$ cat config.mk
export PLATFORM = sky130hd
export DESIGN_NAME = serial_adder
export DESIGN_NICKNAME = d
export VERILOG_FILES = /design/src/rtl/serial_add_defs.sv /design/src/rtl/full_adder.sv /design/src/rtl/serial_adder.sv
export SDC_FILE = /design/constraint.sdc
export NUM_CORES = 1
export LEC_CHECK = 0
export BUFFER_PORTS_ARGS = -buffer_cell sky130_fd_sc_hd__clkbuf_2
export CORE_MARGIN = 8
export CORE_UTILIZATION = 58
export CTS_BUF_LIST = sky130_fd_sc_hd__clkbuf_4 sky130_fd_sc_hd__clkbuf_8
export DETAILED_ROUTE_END_ITERATION = 6
export GPL_TIMING_DRIVEN = 1
export PLACE_DENSITY = 0.82
export SYNTH_ARGS = -nofsm -noshare
export SYNTH_HDL_FRONTEND = slang
export SYNTH_SLANG_ARGS = --single-unit
$ cat constraint.sdc
create_clock -name clk -period 1.65 [get_ports clk]
set_input_delay 0.165 -clock clk [delete_from_list [all_inputs] [get_ports clk]]
set_output_delay 0.165 -clock clk [all_outputs]
set_load 0.02 [all_outputs]
$ cat src/rtl/serial_add_defs.sv
// Shared definitions for the bit-serial adder.
// Holds the FSM state encoding and the default operand width.
package serial_add_defs;

   localparam int DEF_WIDTH = 8;

   typedef enum logic [1:0] {
      ST_IDLE = 2'd0,
      ST_RUN  = 2'd1,
      ST_DONE = 2'd2
   } state_t;

endpackage

$ cat src/rtl/full_adder.sv
// One-bit combinational full-adder cell.
// The serial adder uses it once per clock, LSB first.
module full_adder (
   input  logic a,
   input  logic b,
   input  logic cin,
   output logic s,
   output logic cout
);

   assign s    = a ^ b ^ cin;
   assign cout = (a & b) | (cin & (a ^ b));

endmodule

$ cat src/rtl/serial_adder.sv
// Bit-serial WIDTH-bit adder with start/busy/done handshake.
// Optional SERIAL_ADD_OVF_EN adds a signed-overflow output ovf.
module serial_adder
   import serial_add_defs::*;
#(
   parameter int WIDTH = DEF_WIDTH
) (
   input  logic             clk,
   input  logic             rst_n,
   input  logic             start,
   input  logic [WIDTH-1:0] a,
   input  logic [WIDTH-1:0] b,
   output logic             busy,
   output logic             done,
   output logic [WIDTH-1:0] sum,
   output logic             carry_out
`ifdef SERIAL_ADD_OVF_EN
   ,
   output logic             ovf
`endif
);

   localparam int CW = (WIDTH > 1) ? $clog2(WIDTH) : 1;
   localparam logic [CW-1:0] LAST = CW'(WIDTH - 1);

   state_t           st;
   logic [WIDTH-1:0] a_sh;
   logic [WIDTH-1:0] b_sh;
   logic [WIDTH-1:0] r_sh;
   logic [CW-1:0]    cnt;
   logic             cy;
   logic             fs;
   logic             fc;
   logic [WIDTH-1:0] r_nxt;

   full_adder u_fa (
      .a    (a_sh[0]),
      .b    (b_sh[0]),
      .cin  (cy),
      .s    (fs),
      .cout (fc)
   );

   assign r_nxt = {fs, r_sh[WIDTH-1:1]};

   always_ff @(posedge clk or negedge rst_n) begin
      if (!rst_n) begin
         st        <= ST_IDLE;
         a_sh      <= '0;
         b_sh      <= '0;
         r_sh      <= '0;
         cnt       <= '0;
         cy        <= 1'b0;
         busy      <= 1'b0;
         done      <= 1'b0;
         sum       <= '0;
         carry_out <= 1'b0;
`ifdef SERIAL_ADD_OVF_EN
         ovf       <= 1'b0;
`endif
      end else begin
         unique case (st)
            ST_IDLE: begin
               if (start) begin
                  a_sh <= a;
                  b_sh <= b;
                  cy   <= 1'b0;
                  cnt  <= '0;
                  busy <= 1'b1;
                  st   <= ST_RUN;
               end
            end
            ST_RUN: begin
               a_sh <= a_sh >> 1;
               b_sh <= b_sh >> 1;
               r_sh <= r_nxt;
               cy   <= fc;
               cnt  <= cnt + 1'b1;
               if (cnt == LAST) begin
                  sum       <= r_nxt;
                  carry_out <= fc;
`ifdef SERIAL_ADD_OVF_EN
                  // cy here is the carry into the MSB cell
                  ovf       <= cy ^ fc;
`endif
                  busy      <= 1'b0;
                  done      <= 1'b1;
                  st        <= ST_DONE;
               end
            end
            ST_DONE: begin
               done <= 1'b0;
               if (start) begin
                  a_sh <= a;
                  b_sh <= b;
                  cy   <= 1'b0;
                  cnt  <= '0;
                  busy <= 1'b1;
                  st   <= ST_RUN;
               end else begin
                  st <= ST_IDLE;
               end
            end
            default: st <= ST_IDLE;
         endcase
      end
   end

endmodule

# Word-level counts from Yosys, hierarchy flattened
# Cells that the tools add are included.
# op_classes
addsub,1
mul,0
div_mod_pow,0
n_lt_le_gt_ge,0
eq_ne,6
n_shift,0
n_mux,17
n_bitwise,5
n_reduce_logical,9
# op_table
operator,count
8-bit one-hot mux with 2 select lines,2
8-bit two-way mux,2
2-bit AND reduction,4
1-bit one-hot mux with 2 select lines,3
2-bit one-hot mux with 3 select lines,1
3-bit one-hot mux with 2 select lines,1
1-bit two-way mux,5
2-bit two-way mux,2
"2-bit != test, second input constant",2
2-bit nonzero test,2
"3-bit by 1-bit adder with 3-bit output, second input constant",1
"3-bit equality test, second input constant",1
3-bit two-way mux,1
3-bit AND reduction,1
1-bit bitwise AND,2
"2-bit by 1-bit equality test with 1-bit output, second input constant",1
"2-bit equality test, second input constant",1
2-bit zero test,1
"2-bit by 1-bit != test with 1-bit output, second input constant",1
2-bit OR reduction,1
1-bit XOR,2
1-bit bitwise OR,1
# totals
regBits,41
latchBits,0
ramBits,0
rom_bits,0
input_bits,19
out_inout_bits,11
wordCells,48
n_memories,0

# Depth between registers and ports, before layout
# logic_depth
depth_word,4
depth_mapped,5
mapped_depth_nobuf,5

# By module
# A second synthesis with hierarchy kept.
# unflattened
cells_unflattened,157
hier_area_um2,1988.2
# modules_own_cells
module,n_inst,cells_each,area_per_inst_um2,seq_area_each_um2
serial_adder,1,156,1968.1,1001.0
full_adder,1,1,20.0,0.0

# Worst setup path after synthesis
# No wires, ideal clock.
# synth_timing
path_kind,flip-flop to flip-flop
from,reg cy
to,reg cy
setup_ns,0.121
t_arrival_ns,1.276
required_time_ns,1.529
path_slack_ns,0.253
path_stages_with_launch,4
n_path_buf,0
synth_period_minus_slack_ns,1.397
cell_sequence,dfrtp_1 > fa_1 > mux2_2 > a22o_1
# synth_between
elab_chain_len,3
# synth_lines
item,line_no,source
start: declaration,serial_adder.sv:31,logic cy;
start signal: assignment,serial_adder.sv:53,cy <= 1'b0;
start signal: assignment,serial_adder.sv:67,cy <= 1'b0;
start signal: assignment,serial_adder.sv:77,cy <= fc;
1-bit bitwise AND,full_adder.sv:12,assign cout = (a & b) | (cin & (a ^ b));
1-bit bitwise OR,full_adder.sv:12,
net fc,serial_adder.sv:33,logic fc;
1-bit one-hot mux with 2 select lines,serial_adder.sv:62,unique case (st)
# The timed path passes the listed nets, and every way through them passes these cells.
# A chain may end at the register's enable or synchronous reset.

# Final worst setup path
# Ends and elaborated chain as after synthesis.

==> out/results.ini <==
[setup_path]
max_stage_delay_ns = 0.47
endpoint = cy
r2r_end = cy
worst_setup_path_end_kind = flip-flop
startpoint = cy
start_kind = flip-flop
critPathSlowestCell = fa_1
r2r_slack_ns = 0.12
r2r_start = cy
arrival_ns = 1.78
required_ns = 1.90
crit_type = reg2reg
worstRegToRegCells = 3
cp_cell_sequence = fa_1 -> mux2_2 -> a22o_1
critPathMaxFanout = 3

[finish]
nNetsFinal = 218
drive_gt1_share_pct = 23.9
n_antenna_cell = 0
stdcell_count = 241
stdcell_area_um2 = 2100
final_core_util_pct = 69.4
synthToLayoutAreaGrowth_pct = 15.4
fill_cells = 235

[logic_synthesis]
synth_top_family_by_area = multiplexers
ys.flop_type = dfrtp_1
synth_compound_gate_area_share_pct = 12.1
synthCells = 163
synth.most_common_cell = dfrtp_1
synth_common_cells = dfrtp_1 (40), nand2_1 (22), mux2i_1 (12), nor2b_1 (12)
async_flop_share_pct = 100
synth-edff-count = 0
synth-seq-area-share_pct = 55.0
synthSimpleGateAreaFrac_pct = 13.2
yosysTopAreaCellShare_pct = 55.0
synth_area_leader_cell = dfrtp_1
yosysWarnings = 0
avgSynthCellArea_um2 = 11.2
netlist_area_um2 = 1820
synthMuxAreaShare_pct = 14.0
synthesis.nets = 185
ys_types = 25
ys_top_cells_by_area = dfrtp_1 (55%), mux2i_1 (6.6%), mux2_1 (5.6%), nand2_1 (4.5%), a211oi_1 (4.1%)
synth_xor_area_share_pct = 0
synth-seq-cells = 40
synth_fa_ha_area_share_pct = 2.47

[sta]
tns_ns = 0
rsz0062_at_grt = false
maxSlewViolCount = 0
max_slew_margin_pct = 67.0
fin_crit_ns = 1.53
setup_viol = 0
fmax_mhz = 655
layout_worst_path_cycle_share_pct = 92.5
hold_violations = 0
tightestPinTransition_ns = 0.495
whs_ns = 0.0176
fin_skew_ns = 0.0160

[drt]
viasPerCell = 5.33
drc = 0
num_vias = 1284
dr.pass1.iters = 4
postRouteAntennaNets = 0
routedWlPerCell_um = 14.6
drt_wl_total_mm = 3.52
drt_iter0_drc = 43

[die]
floorplan.initialDensity_pct = 60.1
coreArea_um2 = 3030
die-area_um2 = 5190
io_pins = 30
die_w_um = 72.0
die_h_um = 72.0
num_rows = 20

[placement]
port_buffers = 29
hpwl_mm = 2.50
place.gp.congestion = 0.725
dp.cells = 232
place_area_um2 = 2010

[pwr]
irDropWorstVdd_uv = 1040
p_leak_uw = 0.000997
power.density_nw_per_um2 = 1880

[clock_tree]
cts_tree = built
cts_root_buf = clkbuf_4
ctsLongestPathBuffers = 2
ctsResizeCount = 0
clkSlewWorstSetupHoldPaths_ns = 0.12
cts.sinks = 40
cts_setup_buffers = 0
cts-buffers-inserted = 5
cts_htree_levels = 2
clk_latency_ns = 0.35

[flow_run]
max-cap-violations = 0

[grt]
grt_overflow = 0
grt_pass1_wl_mm = 5.98
grt_usage_pct = 14.6
antenna_found_initial = 0
grt_pass1_vias = 1296
grt_max_degree = 41

[run_status]
status = complete, no violations

[hold_path]
hp-class = in2reg
hp-start = b[4]

[registers in the layout, summed over array words and instances, names as in the netlist]
| signal | flops |
|---|---|
| carry_out | 1 |
| sum | 8 |
| cy | 1 |
| r_sh | 7 |
| cnt | 3 |
| st | 2 |
| busy | 1 |
| b_sh | 8 |
| done | 1 |
| a_sh | 8 |
[per-stage QoR]
step	worst slack, ns	power (uW)
global route	0.0875	4240
finish	0.124	3950
floorplan	0.253	2860
CTS	0.128	3990
global placement	0.208	3200
detailed placement	0.150	3340
[cells in the final DEF, fill, tap and decap left out, drive strengths merged]
cell type and count:
a22oi 1, a211oi 10, nand2 23, mux2 12, mux2i 12, a21oi 10
inv 3, dlygate4sd3 1, clkinv 1, nor3 3, nor2b 13, o21ai 7
clkbuf 35, bufinv 1, buf 5, o21bai 1, nand3 4, o22ai 3
ha 2, fa 1, dfrtp 40, nor2 4, a22o 3, nand2b 2
[cells by family after synthesis]
logic type / count (synthesis)
AO/OA/AOI/OAI: 35
adder cells (fa/ha/maj): 3
buffers and inverters: 12
flip-flops: 40
multiplexers: 24
AND/OR/NAND/NOR: 49
[report_power, final]
group | total [uW] | switching (uW) | internal (uW)
combinational | 1550 | 850 | 703
sequential | 1750 | 314 | 1440
clock | 648 | 314 | 334
[how the worst min path moves through the flow]
stage | endpoint | slack, ns | cells after the start
2_1_floorplan | a_sh[0] | -0.13 | 0
3_3_place_gp | r_sh[1] | 0.24 | 2
3_5_place_dp | b_sh[4] | 0.25 | 2
4_1_cts | b_sh[4] | 0.01 | 3
5_1_grt | b_sh[4] | 0.05 | 3
6_report | b_sh[4] | 0.02 | 3
[worst max-delay path: cells and delay by family, from the launching register on]
kind                       cells  cell delay, ns
muxes                          1            0.29
AOI/OAI and AO/OA              1            0.23
adders and majority gates      1            0.47
DFF                            1            0.44
[metal layers]
metal | up-vias | part of all wire [%] | global-route usage, %
li1 | 640 | - | -
met1 | 604 | 46 | 17.5
met2 | 31 | 48 | 24.1
met3 | 9 | 3.7 | 3.44
met4 | 0 | 2.4 | 6.80
met5 | - | 0 | 0
[layout make-up]
class | instances | area [um^2] | area share (%)
Clock buffer | 6 | 45.0 | 2.14
Clock inverter | 2 | 35.0 | 1.67
Inverter | 3 | 11.3 | 0.536
Multi-Input combinational cell | 111 | 761 | 36.2
Sequential cell | 40 | 1000 | 47.6
Tap cell | 44 | 55.1 | 2.62
Timing Repair Buffer | 35 | 193 | 9.17
[what timing repair did]
item	4_1_cts	5_1_grt
endpoints found under the hold margin	40	0
hold buffers	1	0
setup endpoints to repair	0	0
Power figures use the tool's default switching activity.
